[config.mk]
export PLATFORM = sky130hd
export DESIGN_NAME = branch_predictor
export DESIGN_NICKNAME = d
export VERILOG_FILES = /design/src/rtl/branch_predictor_pkg.sv /design/src/rtl/bp_sat_counter.sv /design/src/rtl/branch_predictor.sv
export VERILOG_INCLUDE_DIRS = /design/src /design/src/rtl
export SDC_FILE = /design/constraint.sdc
export NUM_CORES = 2
export LEC_CHECK = 0
export ABC_AREA = 1
export CAP_MARGIN = 20
export CORE_ASPECT_RATIO = 0.8
export CORE_MARGIN = 2
export CORE_UTILIZATION = 30
export CTS_CLUSTER_DIAMETER = 150
export DETAILED_ROUTE_END_ITERATION = 8
export GPL_TIMING_DRIVEN = 0
export PLACE_DENSITY = 0.49
export SYNTH_ARGS = -nofsm -noshare
export SYNTH_HDL_FRONTEND = slang
export SYNTH_SLANG_ARGS = --single-unit
[constraint.sdc]
create_clock -name clk -period 4.05 [get_ports clk]
set_input_delay 0.6075 -clock clk [delete_from_list [all_inputs] [get_ports clk]]
set_output_delay 0.6075 -clock clk [all_outputs]
set_load 0.1 [all_outputs]
[src/rtl/predict.vh]
`ifndef PREDICT_VH
`define PREDICT_VH
// Shared branch-target-buffer layout helpers.
// The entry word is packed as {tag, target[31:0], ctr}. The ctr field starts at bit 0.
`define BP_CTR_LSB        0
`define BP_TGT_LSB(cw)    (cw)
`define BP_TAG_LSB(cw)    ((cw) + 32)
// Weakly taken means the MSB is set and all other bits are clear.
`define BP_WEAK_TAKEN(cw) ((cw)'(1) << ((cw) - 1))
// Index and tag slices of a PC. Bits [1:0] are never part of either slice.
`define BP_IDX(pc, idx)   pc[(idx)+1:2]
`define BP_TAG(pc, idx)   pc[31:(idx)+2]
`endif

[src/rtl/branch_predictor_pkg.sv]
// Shared types and helpers for the branch target buffer.
// Latency: n/a (package only).
// Backpressure: n/a (package only).
package branch_predictor_pkg;

    localparam int BP_PC_W = 32;

    // Effect of one training beat on the entry it addresses.
    typedef enum logic [1:0] {
        UPD_NONE  = 2'd0,
        UPD_TRAIN = 2'd1,   // hit: move the counter, and on taken refresh the target
        UPD_ALLOC = 2'd2    // miss and taken: overwrite the slot
    } upd_act_e;

    // Invalidate has priority, so no allocation can happen in the same cycle.
    function automatic upd_act_e upd_action(input logic update,
                                            input logic inval,
                                            input logic hit,
                                            input logic taken);
        upd_act_e act;
        act = UPD_NONE;
        if (update && !inval) begin
            if (hit)        act = UPD_TRAIN;
            else if (taken) act = UPD_ALLOC;
        end
        return act;
    endfunction

endpackage

[src/rtl/bp_sat_counter.sv]
// Saturating up/down next-value logic for a direction counter.
// Latency: combinational, 0 cycles.
// Backpressure: none; the result is a pure function of the inputs.
// Ports: cur = present value; up = 1 to increment, 0 to decrement; nxt = next value.
module bp_sat_counter #(
    parameter int W = 2
) (
    input  logic [W-1:0] cur,
    input  logic         up,
    output logic [W-1:0] nxt
);

    always_comb begin
        nxt = cur;
        if (up) begin
            if (cur != {W{1'b1}}) nxt = cur + W'(1);
        end else begin
            if (cur != '0) nxt = cur - W'(1);
        end
    end

endmodule

[src/rtl/branch_predictor.sv]
// Direct-mapped BTB with per-entry saturating direction counters and perf counters.
// Latency: the lookup is combinational (0 cycles); training and invalidate commit on the posedge.
// Backpressure: none; a lookup and an update are accepted every cycle.
// Ports: the if_bp__* inputs carry the fetch lookup, and bp_if__* is the prediction returned to fetch.
//        The mb_bp__* inputs are the resolved-branch training beat.
//        bp__invalidate clears every entry (fence.i).
//        bp__lookup_count and bp__mispredict_count go to the CSR unit.
`include "predict.vh"

module branch_predictor
    import branch_predictor_pkg::*;
#(
    parameter int ENTRIES   = 16,
    parameter int CTR_WIDTH = 2
) (
    input  logic        clk,
    input  logic        rst_n,
    input  logic        enable,
    input  logic        bp__invalidate,
    input  logic        if_bp__req,
    input  logic [31:0] if_bp__pc,
    output logic        bp_if__predict_taken,
    output logic [31:0] bp_if__predict_target,
    input  logic        mb_bp__update,
    input  logic [31:0] mb_bp__pc,
    input  logic        mb_bp__taken,
    input  logic [31:0] mb_bp__target,
    input  logic        mb_bp__mispredict,
    output logic [31:0] bp__lookup_count,
    output logic [31:0] bp__mispredict_count
);

    localparam int IDX   = $clog2(ENTRIES);
    localparam int TAG_W = BP_PC_W - IDX - 2;
    localparam int ENT_W = TAG_W + BP_PC_W + CTR_WIDTH;

    // Valid bits are kept apart from the entry words so that invalidate is a single vector clear.
    logic [ENTRIES-1:0] valid_q;
    logic [ENT_W-1:0]   ent_q [ENTRIES];

    // ---------------- lookup (fetch side) ----------------
    logic [IDX-1:0]   lk_idx;
    logic [TAG_W-1:0] lk_tag;
    logic [ENT_W-1:0] lk_ent;
    logic             lk_hit;

    assign lk_idx = `BP_IDX(if_bp__pc, IDX);
    assign lk_tag = `BP_TAG(if_bp__pc, IDX);
    assign lk_ent = ent_q[lk_idx];
    assign lk_hit = valid_q[lk_idx] &&
                    (lk_ent[`BP_TAG_LSB(CTR_WIDTH) +: TAG_W] == lk_tag);

    // This reads the registered table directly. A same-cycle update to the same index is not
    // visible here until the next cycle.
    assign bp_if__predict_taken  = enable && if_bp__req && lk_hit &&
                                   lk_ent[`BP_CTR_LSB + CTR_WIDTH - 1];
    assign bp_if__predict_target = bp_if__predict_taken ?
                                   lk_ent[`BP_TGT_LSB(CTR_WIDTH) +: BP_PC_W] : '0;

    // ---------------- training (mem/branch side) ----------------
    logic [IDX-1:0]       up_idx;
    logic [TAG_W-1:0]     up_tag;
    logic [ENT_W-1:0]     up_ent;
    logic                 up_hit;
    logic [CTR_WIDTH-1:0] up_ctr_nxt;
    logic [ENT_W-1:0]     up_wr_ent;
    upd_act_e             up_act;

    assign up_idx = `BP_IDX(mb_bp__pc, IDX);
    assign up_tag = `BP_TAG(mb_bp__pc, IDX);
    assign up_ent = ent_q[up_idx];
    assign up_hit = valid_q[up_idx] &&
                    (up_ent[`BP_TAG_LSB(CTR_WIDTH) +: TAG_W] == up_tag);
    assign up_act = upd_action(mb_bp__update, bp__invalidate, up_hit, mb_bp__taken);

    bp_sat_counter #(
        .W (CTR_WIDTH)
    ) u_sat_counter (
        .cur (up_ent[`BP_CTR_LSB +: CTR_WIDTH]),
        .up  (mb_bp__taken),
        .nxt (up_ctr_nxt)
    );

    always_comb begin
        up_wr_ent = up_ent;
        case (up_act)
            UPD_TRAIN: begin
                up_wr_ent[`BP_CTR_LSB +: CTR_WIDTH] = up_ctr_nxt;
                if (mb_bp__taken)
                    up_wr_ent[`BP_TGT_LSB(CTR_WIDTH) +: BP_PC_W] = mb_bp__target;
            end
            UPD_ALLOC: begin
                up_wr_ent[`BP_TAG_LSB(CTR_WIDTH) +: TAG_W]   = up_tag;
                up_wr_ent[`BP_TGT_LSB(CTR_WIDTH) +: BP_PC_W] = mb_bp__target;
                up_wr_ent[`BP_CTR_LSB +: CTR_WIDTH]           = `BP_WEAK_TAKEN(CTR_WIDTH);
            end
            default: ;
        endcase
    end

    always_ff @(posedge clk or negedge rst_n) begin
        if (!rst_n) begin
            valid_q              <= '0;
            for (int i = 0; i < ENTRIES; i++) ent_q[i] <= '0;
            bp__lookup_count     <= '0;
            bp__mispredict_count <= '0;
        end else begin
            if (bp__invalidate)
                valid_q <= '0;
            else if (up_act == UPD_ALLOC)
                valid_q[up_idx] <= 1'b1;

            if (up_act != UPD_NONE)
                ent_q[up_idx] <= up_wr_ent;

            // Both perf counters wrap freely.
            if (if_bp__req)
                bp__lookup_count <= bp__lookup_count + 32'd1;
            if (mb_bp__update && mb_bp__mispredict)
                bp__mispredict_count <= bp__mispredict_count + 32'd1;
        end
    end

    // The byte-offset bits of both PCs are don't-care. Only the counter MSB matters for a lookup.
    logic unused_bits;
    assign unused_bits = ^{if_bp__pc[1:0], mb_bp__pc[1:0], lk_ent[CTR_WIDTH-1:0]};

endmodule
After elaboration in Yosys (flattened, before gate mapping). Cells that the tools add are included.

Bits in registers: 1040. Latch bits: 0. RAM bits: 0. Bits in read-only memories: 0. Input bits: 104. Output and inout bits: 97. Logic and storage cells: 77. Memories: 0.

Add/subtract/negate cells: 4. Multipliers: 0. Divide/modulo/power cells: 0. Magnitude comparators: 6. Eq/ne operators: 5. Shift-type cells: 0. Mux-type cells: 27. Bitwise gates (word level): 3. Reductions and logical operators: 13.

Operators by type and width (count): bitwise mux 960 bit (1); binary-select mux 60 bit (select 4 bit) (2); two-way mux 60 bit (5); demux 60 bit (select 4 bit) (1); one-hot mux 34 bit (2 select lines) (1); adder 32 x 1 -> 32 bit, second input constant (2); two-way mux 32 bit (2); == test 26 bit (2); two-way mux 16 bit (2); two-way mux 26 bit (1); OR 16 bit (1); two-way mux 2 bit (6); greater-or-equal comparator 5 bit, second input constant (2); less-than comparator 4 x 5 -> 1 bit, second input constant (2); inverter 4 -> 5 bit (2); logical AND 1 bit (9); binary-select mux 1 bit (select 4 bit) (2); nonzero test 2 bit (3); less-than comparator 5 x 1 -> 1 bit, second input constant (1); demux 1 bit (select 4 bit) (1); greater-or-equal comparator 4 x 1 -> 1 bit, second input constant (1); two-way mux 1 bit (3); adder 2 x 1 -> 2 bit, second input constant (1); == test 2 x 1 -> 1 bit, second input constant (1); 4 further kinds (4).

Logic depth before layout (Yosys ltp).
Depth after elaboration: 11. Depth in mapped cells: 28. Gate-level depth less buffers: 24.

Cells and area by module. A second synthesis with hierarchy kept.

Cells, all modules: 8266. Area, all modules: 58426.0 µm².

Modules (own cells, without submodules): branch_predictor (times used 1, cells each 8260, area each 58401.0 µm², sequential area each 26025.0 µm²); bp_sat_counter (times used 1, cells each 6, area each 25.0 µm², sequential area each 0.0 µm²).

Worst setup path before layout. OpenSTA, ideal clock, no wires.

Kind: in2out. From: in if_bp__pc[4]. To: out bp_if__predict_target[0]. Arrival time: 4.040 ns. Data required time: 3.442 ns. Slack: -0.598 ns. Cell stages on the path: 10. Path buffers: 5. Cell sequence: buf_2 > inv_2 > buf_2 > buf_2 > clkbuf_1 > clkbuf_1 > nand3_1 > nand3_1 > nand2_1 > nor3_1.

Cells in the longest elaborated chain, start to end: 9. Elaborated cells on any way between the ends: 11. Classes of those cells: eq/ne (1); mux (6); bitwise (1); reduce/logical (3).

RTL lines: start: declaration (line branch_predictor.sv:21) `input logic [31:0] if_bp__pc,`; inverter 4 -> 5 bit (not written as such) (line branch_predictor.sv:49) `assign lk_ent = ent_q[lk_idx];`; binary-select mux 60 bit (select 4 bit) (line branch_predictor.sv:49); two-way mux 60 bit (not written as such) (2 in series) (line branch_predictor.sv:49); == test 26 bit (line branch_predictor.sv:51) `` (lk_ent[`BP_TAG_LSB(CTR_WIDTH) +: TAG_W] == lk_tag); ``; logical AND 1 bit (line branch_predictor.sv:50) `assign lk_hit = valid_q[lk_idx] &&`; logical AND 1 bit (2 in series) (line branch_predictor.sv:55) `assign bp_if__predict_taken = enable && if_bp__req && lk_hit &&`; two-way mux 32 bit * (line branch_predictor.sv:57) `assign bp_if__predict_target = bp_if__predict_taken ?`; end: declaration (line branch_predictor.sv:23) `output logic [31:0] bp_if__predict_target,`.

Every way passes the cells marked *; elsewhere a longest branch is shown, timed or not. The select of a mux whose other input is x is not followed.

Worst setup path after layout.
From: in if_bp__pc[5]. To: out bp_if__predict_target[11].

Same word-level chain as after synthesis.

==> impl_metrics.tcl <==
set metrics [dict create \
    area_growth_pct 31.59 \
    reg2reg_slack_ns -0.08 \
    nFillCells 20160 \
    cp_max_fo 7 \
    crit_type "input port to primary output" \
    relSlewSlack_pct 10.66 \
    p_leak_nw 36.04 \
    grt_max_degree 162 \
    violations "negative setup slack" \
    grt_pass1_wl_mm 586.7 \
    cts_root_buffer "clkbuf_16" \
    synth_area_leader_cell "dfrtp_1" \
    fin_worst_skew_ns 0.03812 \
    finalWorstSetupSlack_ns -0.1203 \
    maxCapViolations 0 \
    gp_congestion 1.029 \
    core_area_um2 192800 \
    fmax_mhz 239.8 \
    clk_pin_slew_ns 0.05 \
    place_ws_ns -5.499 \
    synth_ff_type "dfrtp_1" \
    wl_per_cell_um 38.68 \
    power_mw 33.36 \
    seq_area_frac_synth_pct 44.69 \
    fin_hold_ws_ns 0.3323 \
    numCtsBuffers 130 \
    synth.top_cell.area_share_pct 44.69 \
    crit_path_max_incr_delay_ns 0.35 \
    drive_gt1_share_pct 16.10 \
    syn_avg_cell_area_um2 6.963 \
    ioPinCount 201 \
    peakVddDrop_uv 397.4 \
    first_global_vias 62920 \
    numPortBuffers 193 \
    arrival_ns 3.56 \
    vias 70610 \
    synth_seq_cells 1040 \
    outcome "complete, but fails checks" \
    yosysMostFrequentCell "nand2_1" \
    crit_required_ns 3.44 \
    final_area_um2 76630 \
    dp.cells 11220 \
    dieArea_um2 197700 \
    grt_overflow_total 0 \
    synth.cell_area_um2 58230 \
    synthArstFlopShare_pct 100.0 \
    antenna_found_initial 72 \
    final_net_count 9044 \
    die_x_um 496.6 \
    clk_latency_ns 0.82 \
    hold_viol_final 0 \
    tightest_slew_ns 1.340 \
    finalCriticalPeriod_ns 4.170 \
    worstSetupEndpointType "primary output" \
    die-height_um 398.1 \
    cp-start-kind "input port" \
    slew_viol_final 0 \
    drc 0 \
    seq_area_um2 26040 \
    via_per_inst 6.061 \
    utilization_pct 39.75 \
    start_util_pct 30.20 \
    multi_input_area_um2 28980 \
    synth_common_cells "3,089 x nand2_1, 1,346 x o21ai_0, 1,040 x dfrtp_1" \
    synth_fp_nets 8472 \
    dp_hpwl_mm 324.8 \
    hold_class "input port to async pin" \
    synthCells 8363 \
    crit_chain "clkbuf_2 > clkinvlp_4 > clkbuf_2 > buf_8 > nand3_4 > nand3_2 > nand2_4 > nand2_1 > nor2_2 > nand3_4 > buf_12 > buf_16 > nor3_4 > buf_12" \
    ys_types 45 \
    wirelength_mm 450.5 \
    ys_warn_count 0 \
    dr.pass1.iters 7 \
    ant_nets 0 \
    crit_path_top_delay_cell "clkinvlp_4" \
    p_per_area_nw_per_um2 435.4 \
    fin_tns_setup_ns -7.014 \
    clockBufferDepth 3 \
    cts_sinks 1040 \
    ys_top_cells_by_area "dfrtp_1 45%, nand2_1 20%, o21ai_0 12%" \
    rows 144 \
    finalCritPeriodShare_pct 103.0 \
    rsz0062_at_grt "yes" \
    rr_worst_depth 19 \
    drt_iter0_drc 12780 \
    cts_tree "yes" \
    final_cells 11650 \
    cts.htree.levels 4 \
    setup_violations 236 \
    synth_edf_count 0 \
    placed_area_um2 65430 \
    grtUsageTotal_pct 44.34 \
]
final cells by class:
type / instances / share of cell area (%)
diodes: 59 / 0.1927
plain buffers: 625 / 7.483
clock buffers: 185 / 4.895
clock inverters: 47 / 0.8915
inverters: 651 / 3.289
multi-input cells: 6046 / 37.82
flip-flops and latches: 1040 / 33.99
well taps: 2555 / 4.172
repair buffers: 440 / 7.258
repair inverters: 1 / 0.009797
registers in the layout, indices dropped and copies added (netlist names):
| register | flops |
|---|---|
| ent_q | 960 |
| bp__mispredict_count | 32 |
| bp__lookup_count | 32 |
| valid_q | 16 |
routing by layer:
layer / vias up / global-route usage (%) / part of all wire (%)
met5: - / 0 / 0.016
met4: 12 / 19.25 / 5.0
met3: 1033 / 20.66 / 16
met2: 6068 / 55.10 / 36
met1: 35220 / 63.69 / 42
li1: 28280 / - / -
cells by family after synthesis:
group / after synthesis / share of synthesized area [%]
AO/OA/AOI/OAI: 1994 / 18.06
flip-flops: 1040 / 44.69
multiplexers: 1 / 0.01934
buffers and inverters: 1277 / 8.821
adder cells (fa/ha/maj): 5 / 0.1074
XOR/XNOR: 61 / 0.9175
AND/OR/NAND/NOR: 3985 / 27.38
timing repair:
item                                     CTS  global route
setup buffers                             73            25
cloned                                    23            10
endpoints found under the setup margin  1009           980
endpoints found under the hold margin     55             0
hold buffers                               1             0
pin swaps                                 49            70
gates resized for setup                 1573           427
critical path: cells and delay by family:
family | cells | cell delay [ns]
buffers and inverters | 7 | 1.77
and+or+nand+nor | 7 | 1.08
layout by cell type, fill, tap and decap left out, drive strengths merged, types with 73 or more instances in the layout:
cell type | Yosys | routed
a21oi | 285 | 285
nor3 | 73 | 73
dfrtp | 1040 | 1040
nand2 | 3092 | 3092
clkdlybuf4s50 | 0 | 154
clkbuf | 337 | 514
o22ai | 122 | 122
nand3 | 518 | 518
nor2 | 273 | 273
o21ai | 1505 | 1505
inv | 643 | 650
buf | 289 | 575
worst paths after layout:
path,start,endpoint
worst max-delay path,if_bp__pc[5],bp_if__predict_target[11]
min in group clk,bp__lookup_count[31],bp__lookup_count[31]
worst min register to register,bp__lookup_count[31],bp__lookup_count[31]
worst max register to register,ent_q[584],ent_q[102]
worst min-delay path,rst_n,ent_q[156]
max in group asynchronous,rst_n,ent_q[88]
where the power goes:
part / leakage (nW) / internal [mW] / switching (mW)
combinational: 20.9 / 2.33 / 5.63
clock: 2.19 / 7.23 / 5.50
sequential: 13.0 / 11.7 / 0.983
No activity file was read; power rests on OpenSTA's default activity.
